$ cat config.mk
export PLATFORM = sky130hd
export DESIGN_NAME = ysyx_24070016_mem_arbiter
export DESIGN_NICKNAME = d
export VERILOG_FILES = /design/src/rtl/ysyx_24070016_mem_arbiter.sv
export SDC_FILE = /design/constraint.sdc
export NUM_CORES = 1
export LEC_CHECK = 0
export CORE_UTILIZATION = 40
export CTS_BUF_LIST = sky130_fd_sc_hd__clkbuf_2
export DETAILED_ROUTE_END_ITERATION = 8
export PLACE_DENSITY = 0.83
export REMOVE_ABC_BUFFERS = 1
export SLEW_MARGIN = 20
export SYNTH_ARGS = -nofsm -noshare
export SYNTH_HDL_FRONTEND = slang
export SYNTH_SLANG_ARGS = --single-unit
export TNS_END_PERCENT = 100
$ cat constraint.sdc
create_clock -name clk -period 2.1 [get_ports clk]
set_clock_uncertainty 0.1 [all_clocks]
set_input_delay 0.42 -clock clk [delete_from_list [all_inputs] [get_ports clk]]
set_output_delay 0.42 -clock clk [all_outputs]
set_load 0.02 [all_outputs]
$ cat src/rtl/ysyx_24070016_mem_arbiter.sv
// Two-requester (IFU/LSU) round-robin arbiter and sequencer for the
// single-ported data memory.
//
// Ports:
//   clk, rst_n        clock, async active-low reset
//   ifu_req_*/resp_*  IFU valid/ready request (read-only word) and response
//   lsu_req_*/resp_*  LSU valid/ready request (sized load/store) and response
//   mem_*             memory port: one-cycle mem_valid strobe, held fields,
//                     mem_rdata valid MEM_LAT cycles after the strobe
module ysyx_24070016_mem_arbiter #(
  parameter int unsigned MEM_LAT = 1
) (
  input  logic        clk,
  input  logic        rst_n,
  input  logic        ifu_req_valid,
  output logic        ifu_req_ready,
  input  logic [31:0] ifu_addr,
  output logic        ifu_resp_valid,
  input  logic        ifu_resp_ready,
  output logic [31:0] ifu_rdata,
  input  logic        lsu_req_valid,
  output logic        lsu_req_ready,
  input  logic        lsu_wren,
  input  logic [2:0]  lsu_op,
  input  logic [31:0] lsu_addr,
  input  logic [31:0] lsu_wdata,
  output logic        lsu_resp_valid,
  input  logic        lsu_resp_ready,
  output logic [31:0] lsu_rdata,
  output logic        mem_valid,
  output logic        mem_wren,
  output logic [2:0]  mem_op,
  output logic [31:0] mem_addr,
  output logic [31:0] mem_wdata,
  input  logic [31:0] mem_rdata
);

  typedef enum logic [1:0] {
    S_IDLE,
    S_ISSUE,
    S_WAIT,
    S_RESP
  } state_t;

  localparam logic OWN_IFU = 1'b0;
  localparam logic OWN_LSU = 1'b1;

  state_t      r_state;
  state_t      w_next;
  logic        r_last;
  logic        r_owner;
  logic        r_wren;
  logic [2:0]  r_op;
  logic [31:0] r_addr;
  logic [31:0] r_wdata;
  logic [31:0] r_rdata;
  logic [3:0]  r_cnt;
  logic        w_pick_lsu;
  logic        w_any_req;

  // On a tie the requester that did not win last time gets the grant.
  assign w_any_req  = ifu_req_valid | lsu_req_valid;
  assign w_pick_lsu = lsu_req_valid
                    & (~ifu_req_valid | (r_last == OWN_IFU));

  assign mem_wren  = r_wren;
  assign mem_op    = r_op;
  assign mem_addr  = r_addr;
  assign mem_wdata = r_wdata;

  always_ff @(posedge clk or negedge rst_n) begin
    if (!rst_n) begin
      r_state <= S_IDLE;
    end else begin
      r_state <= w_next;
    end
  end

  always_comb begin
    w_next         = r_state;
    ifu_req_ready  = 1'b0;
    lsu_req_ready  = 1'b0;
    ifu_resp_valid = 1'b0;
    lsu_resp_valid = 1'b0;
    ifu_rdata      = 32'h0;
    lsu_rdata      = 32'h0;
    mem_valid      = 1'b0;
    unique case (r_state)
      S_IDLE: begin
        ifu_req_ready = ifu_req_valid & ~w_pick_lsu;
        lsu_req_ready = w_pick_lsu;
        if (w_any_req) w_next = S_ISSUE;
      end
      S_ISSUE: begin
        mem_valid = 1'b1;
        w_next    = S_WAIT;
      end
      S_WAIT: begin
        if (r_cnt == 4'd1) w_next = S_RESP;
      end
      S_RESP: begin
        if (r_owner == OWN_LSU) begin
          lsu_resp_valid = 1'b1;
          lsu_rdata      = r_rdata;
          if (lsu_resp_ready) w_next = S_IDLE;
        end else begin
          ifu_resp_valid = 1'b1;
          ifu_rdata      = r_rdata;
          if (ifu_resp_ready) w_next = S_IDLE;
        end
      end
      default: w_next = S_IDLE;
    endcase
  end

  always_ff @(posedge clk or negedge rst_n) begin
    if (!rst_n) begin
      r_last  <= OWN_LSU;
      r_owner <= OWN_IFU;
      r_wren  <= 1'b0;
      r_op    <= 3'b000;
      r_addr  <= 32'h0;
      r_wdata <= 32'h0;
      r_rdata <= 32'h0;
      r_cnt   <= 4'd0;
    end else begin
      if (r_state == S_IDLE && w_any_req) begin
        r_owner <= w_pick_lsu;
        r_last  <= w_pick_lsu;
        if (w_pick_lsu) begin
          r_wren  <= lsu_wren;
          r_op    <= lsu_op;
          r_addr  <= lsu_addr;
          r_wdata <= lsu_wdata;
        end else begin
          r_wren  <= 1'b0;
          r_op    <= 3'b010;
          r_addr  <= ifu_addr;
          r_wdata <= 32'h0;
        end
      end
      if (r_state == S_ISSUE) begin
        r_cnt <= 4'(MEM_LAT);
      end
      if (r_state == S_WAIT) begin
        r_cnt <= r_cnt - 4'd1;
        // Stores acknowledge with zero data.
        if (r_cnt == 4'd1) begin
          r_rdata <= r_wren ? 32'h0 : mem_rdata;
        end
      end
    end
  end

endmodule

## Word level (Yosys, flattened, before mapping)

Cells that the tools add are included.

- Output and inout bits: 137
- Input bits: 138
- Word-level logic and storage cells: 54
- Register bits: 108

- Bitwise operators: 7
- Multiplexer cells: 24
- $add $sub $neg: 1
- Reduce and logical (&&, ||, !) cells: 5
- Equality and inequality tests: 8

Operators with widths:

| cell | number |
|---|---|
| 2-to-1 mux 32 bit | 7 |
| 2-to-1 mux 2 bit | 5 |
| 2-to-1 mux 1 bit | 8 |
| 2-to-1 mux 4 bit | 2 |
| case mux 2 bit (4 select lines) | 1 |
| inequality test 3 bit (second input constant) | 2 |
| equality test 2 bit (second input constant) | 2 |
| equality test 4 x 1 -> 1 bit (second input constant) | 1 |
| inequality test 2 bit (second input constant) | 2 |
| AND reduction 4 bit | 1 |
| subtractor 4 x 1 -> 4 bit (second input constant) | 1 |
| 2-to-1 mux 3 bit | 1 |
| NOT 1 bit | 3 |
| AND 1 bit | 2 |
| equality test 2 x 1 -> 1 bit (second input constant) | 1 |
| logical NOT 2 bit | 1 |
| bitwise OR 1 bit | 2 |
| AND reduction 2 bit | 1 |
| nonzero test 2 bit | 1 |
| logical AND 1 bit | 1 |

## Longest topological paths before layout

- Depth after elaboration: 6
- Depth in mapped cells: 7
- Depth with buffers taken out: 5

## Worst setup path before layout

Ideal clock, no wire load.

- Path type: flip-flop to output port
- Start point: reg r_state[0]
- End point: out ifu_rdata[22]
- Stages on the path, launching flop included: 5
- Path buffers: 1
- Data arrival time: 1.523 ns
- Data required time: 1.580 ns
- Slack: 0.057 ns
- Path through: dfrtp_1 ha_1 nor2b_1 clkbuf_1 and2_1

- Word-level cells in the longest chain between the ends: 2

RTL lines:

| item | RTL line | source |
|---|---|---|
| from (decl) | 48 | `state_t r_state;` |
| from (signal assigned) | 75 | `r_state <= w_next;` |
| equality test 2 bit | 88 | `unique case (r_state)` |
| 2-to-1 mux 32 bit | 88 |  |
| to (decl) | 20 | `output logic [31:0] ifu_rdata,` |

Every way passes these cells.

## Worst setup path in the final report

- Start point: reg r_state[1]
- End point: out lsu_rdata[26]

- Word-level cells in the longest chain between the ends: 2

RTL lines:

| item | RTL line | source |
|---|---|---|
| equality test 2 bit | 88 |  |
| 2-to-1 mux 32 bit | 88 |  |
| to (decl) | 29 | `output logic [31:0] lsu_rdata,` |

Every way passes these cells.

==> results.py <==
metrics = {
    "setup_path": {
        "cp.required_ns": 1.58,
        "rrSetupSlack_ns": 0.17,
        "crit_path_end_kind": "output pin",
        "rr_startpoint": "r_state[0]$_DFFE_PN0P_",
        "cp.arrival_ns": 1.91,
        "startpoint_type": "register",
        "r2r_cells": 7,
        "r2r-end": "r_rdata[12]$_DFFE_PN0P_",
        "cp_max_fo": 8,
        "worstSetupPathType": "register to output pin",
    },
    "synthesis": {
        "syn_area_sq_mm": 0.004987,
        "synth-async-reset-ratio_pct": 100.0,
        "synth_top_area_share_pct": 53.69,
        "synthFlopType": "dfrtp_1",
        "syn_inst": 482,
        "synth.area.top_cells": "dfrtp_1, mux2i_1, o21ai_0",
        "yosys.cell_types.count": 31,
        "ys_ff_latch": 108,
        "synth_edf_count": 0,
        "ys_seq_area_share_pct": 54.21,
        "yosys_warnings": 0,
        "synth_top_area_cell": "dfrtp_1",
        "avgSynthCellArea_sq_um": 10.35,
    },
    "global_routing": {
        "overflow": 0,
        "grt_pass1_vias": 4550,
        "grt_use_total_pct": 22.29,
        "grt_pass1_wl_um": 22400,
        "grt_max_degree": 80,
        "antenna_found_initial": 0,
    },
    "route": {
        "wl_per_cell_um": 16.48,
        "totalWireLength_um": 15330,
        "vias": 4697,
        "via_per_inst": 5.051,
        "drt_iter0_drc": 223,
        "postRouteAntennaNets": 0,
        "drt_pass1_iterations": 5,
        "drc": 0,
    },
    "clocking": {
        "cts_buffer_depth": 2,
        "clk_latency_ns": 0.60,
        "numCtsBuffers": 9,
        "clk_pin_slew_ns": 0.30,
        "clkSinkCount": 108,
        "cts_tree": "yes",
        "ctsRootBufferMaster": "clkbuf_2",
        "cts_max_level": 3,
    },
    "timing": {
        "slew_headroom_pct": 64.01,
        "report.final.slew_viol_count": 0,
        "fin_crit_sh_pct": 115.9,
        "fin_ws_ns": -0.3345,
        "holdWs_ns": 0.2000,
        "rsz0062_at_grt": "yes",
        "hold_viol": 0,
        "setup_violations": 69,
        "fmax_mhz": 410.8,
        "tightest_slew_ns": 0.5398,
        "min_period_ns": 2.435,
    },
    "outcome": {
        "outcome": "complete, but fails checks",
        "violations": "setup timing",
    },
    "floorplan": {
        "rows": 40,
        "fp.dieH_um": 113.7,
        "io_pins": 275,
        "fp.dieArea_sq_mm": 0.01292,
        "chipWidth_um": 113.7,
        "start_util_pct": 41.35,
        "core_area_sq_mm": 0.01206,
    },
    "layout": {
        "nets": 901,
        "drive_gt1_share_pct": 19.82,
        "final.fill_count": 904,
        "multi_input_area_sq_mm": 0.002230,
        "seqCellArea_sq_mm": 0.002704,
        "synthToLayoutAreaGrowth_pct": 65.40,
        "n_antenna_cell": 0,
    },
    "min_path": {
        "hold_path.class": "primary input to async pin",
    },
    "run": {
        "maxCapViolCount": 0,
    },
    "placement": {
        "dpl_worst_slack_ns": -0.3260,
        "routabilityCongestion": 0.7674,
        "dpl.hpwl_um": 10510,
        "port_buffers": 274,
    },
    "power": {
        "finalPower_w": 0.01083,
        "vdd_ir_drop_max_mv": 0.7482,
        "power_density_mw_per_mm2": 1312,
        "p_leak_nw": 4.104,
    },
}
routing by layer:
metal,wire length [um],vias to the layer above,share of wire [%],GRT usage [%]
met3,1228,58,8.0,5.420
met5,0,-,0,0
li1,-,2204,-,-
met2,7389,249,48,37.72
met4,764,0,5.0,12.89
met1,5945,2186,39,25.85
final cells by class:
class | count | area share (%)
Tap cell | 168 | 2.548
Sequential cell | 108 | 32.78
Clock inverter | 7 | 0.8949
Inverter | 7 | 0.3489
Clock buffer | 9 | 0.5460
Timing Repair Buffer | 303 | 35.86
Multi-Input combinational cell | 328 | 27.03
Yosys cell counts, types with 2 or more instances:
cell type	instances
o21ai_0	68
buf_6	2
nor2b_1	3
inv_1	7
clkbuf_1	21
a21oi_1	3
buf_2	11
nand2b_1	32
a21o_1	2
nand2_1	65
and3_1	32
mux2i_1	34
ha_1	6
a22o_1	36
and2_1	33
dfrtp_1	107
nor3_1	3
buf_4	4
sequential cells by signal, indices dropped and copies added (netlist names):
register   flops
r_state        2
r_owner        1
mem_addr      32
mem_wdata     32
r_rdata       32
r_last         1
mem_op         3
mem_wren       1
r_cnt          4
worst max-delay path, stage by stage (launching register included):
cell	delay (ns)
dfrtp_1	0.49
ha_4	0.17
buf_4	0.17
clkbuf_16	0.17
and3_1	0.16
buf_2	0.15
cell usage in the layout (no fill, tap or decap), types with 2 or more instances in the layout:
cell               n
a21o_1             2
a21oi_1            3
a22o_1            36
and2_1            17
and2_4            17
and3_1            23
and3_4             9
buf_12             6
buf_2             21
buf_4             21
buf_6             46
clkbuf_16          3
clkbuf_2           9
clkdlybuf4s50_1  136
clkinvlp_4         3
dfrtp_1          107
dlygate4sd2_1     68
ha_1               3
ha_4               3
inv_1              5
inv_6              2
mux2i_1           34
nand2_1           64
nand2b_1          32
nor2b_1            2
nor3_1             3
o21ai_0           67
worst max-delay path by stage:
stage,start,end,slack (ns),cells past startpoint
6_report,r_state[1]$_DFFE_PN0P_,lsu_rdata[26],-0.33,5
2_1_floorplan,lsu_req_valid,mem_addr[0]$_DFFE_PN0P_,-4.01,2
3_3_place_gp,lsu_req_valid,lsu_req_ready,-0.29,4
4_1_cts,r_state[0]$_DFFE_PN0P_,ifu_rdata[25],-0.36,5
3_5_place_dp,lsu_req_valid,lsu_req_ready,-0.33,4
5_1_grt,r_state[0]$_DFFE_PN0P_,ifu_rdata[27],-0.46,5
power by group:
group | leakage [nW] | internal [W] | switching [W]
clock network | 0.0626 | 0.000278 | 0.000723
logic | 2.68 | 0.00276 | 0.00334
registers | 1.36 | 0.00306 | 0.000656
cells by family (layout without fill, tap and decap cells):
kind of cell / after synthesis / count (layout) / share of synthesized area (%)
AND/OR/NAND/NOR: 175 / 175 / 18.77
AO/OA/AOI/OAI: 113 / 113 / 14.35
flip-flops: 108 / 108 / 54.21
buffers and inverters: 46 / 326 / 4.340
multiplexers: 34 / 34 / 6.824
adder cells (fa/ha/maj): 6 / 6 / 1.505
metrics by stage:
stage | instances | area [sq um] | utilization, % | TNS, ns
6_report | 930 | 8249 | 68.39 | -20.66
3_5_place_dp | 904 | 7980 | 66.16 | -6.681
3_3_place_gp | 904 | 7980 | 66.16 | -3.855
5_1_grt | 930 | 8249 | 68.39 | -28.00
4_1_cts | 923 | 7830 | 64.92 | -19.57
2_1_floorplan | 443 | 4797 | - | -311.57
what timing repair did:
action,CTS,global route
endpoints found under the hold margin,108,0
gates resized for setup,384,96
cloned,0,5
setup endpoints to repair,137,69
hold buffers,1,0
setup buffers,2,3
pin swaps,2,9
(Power assumes the default switching activity.)
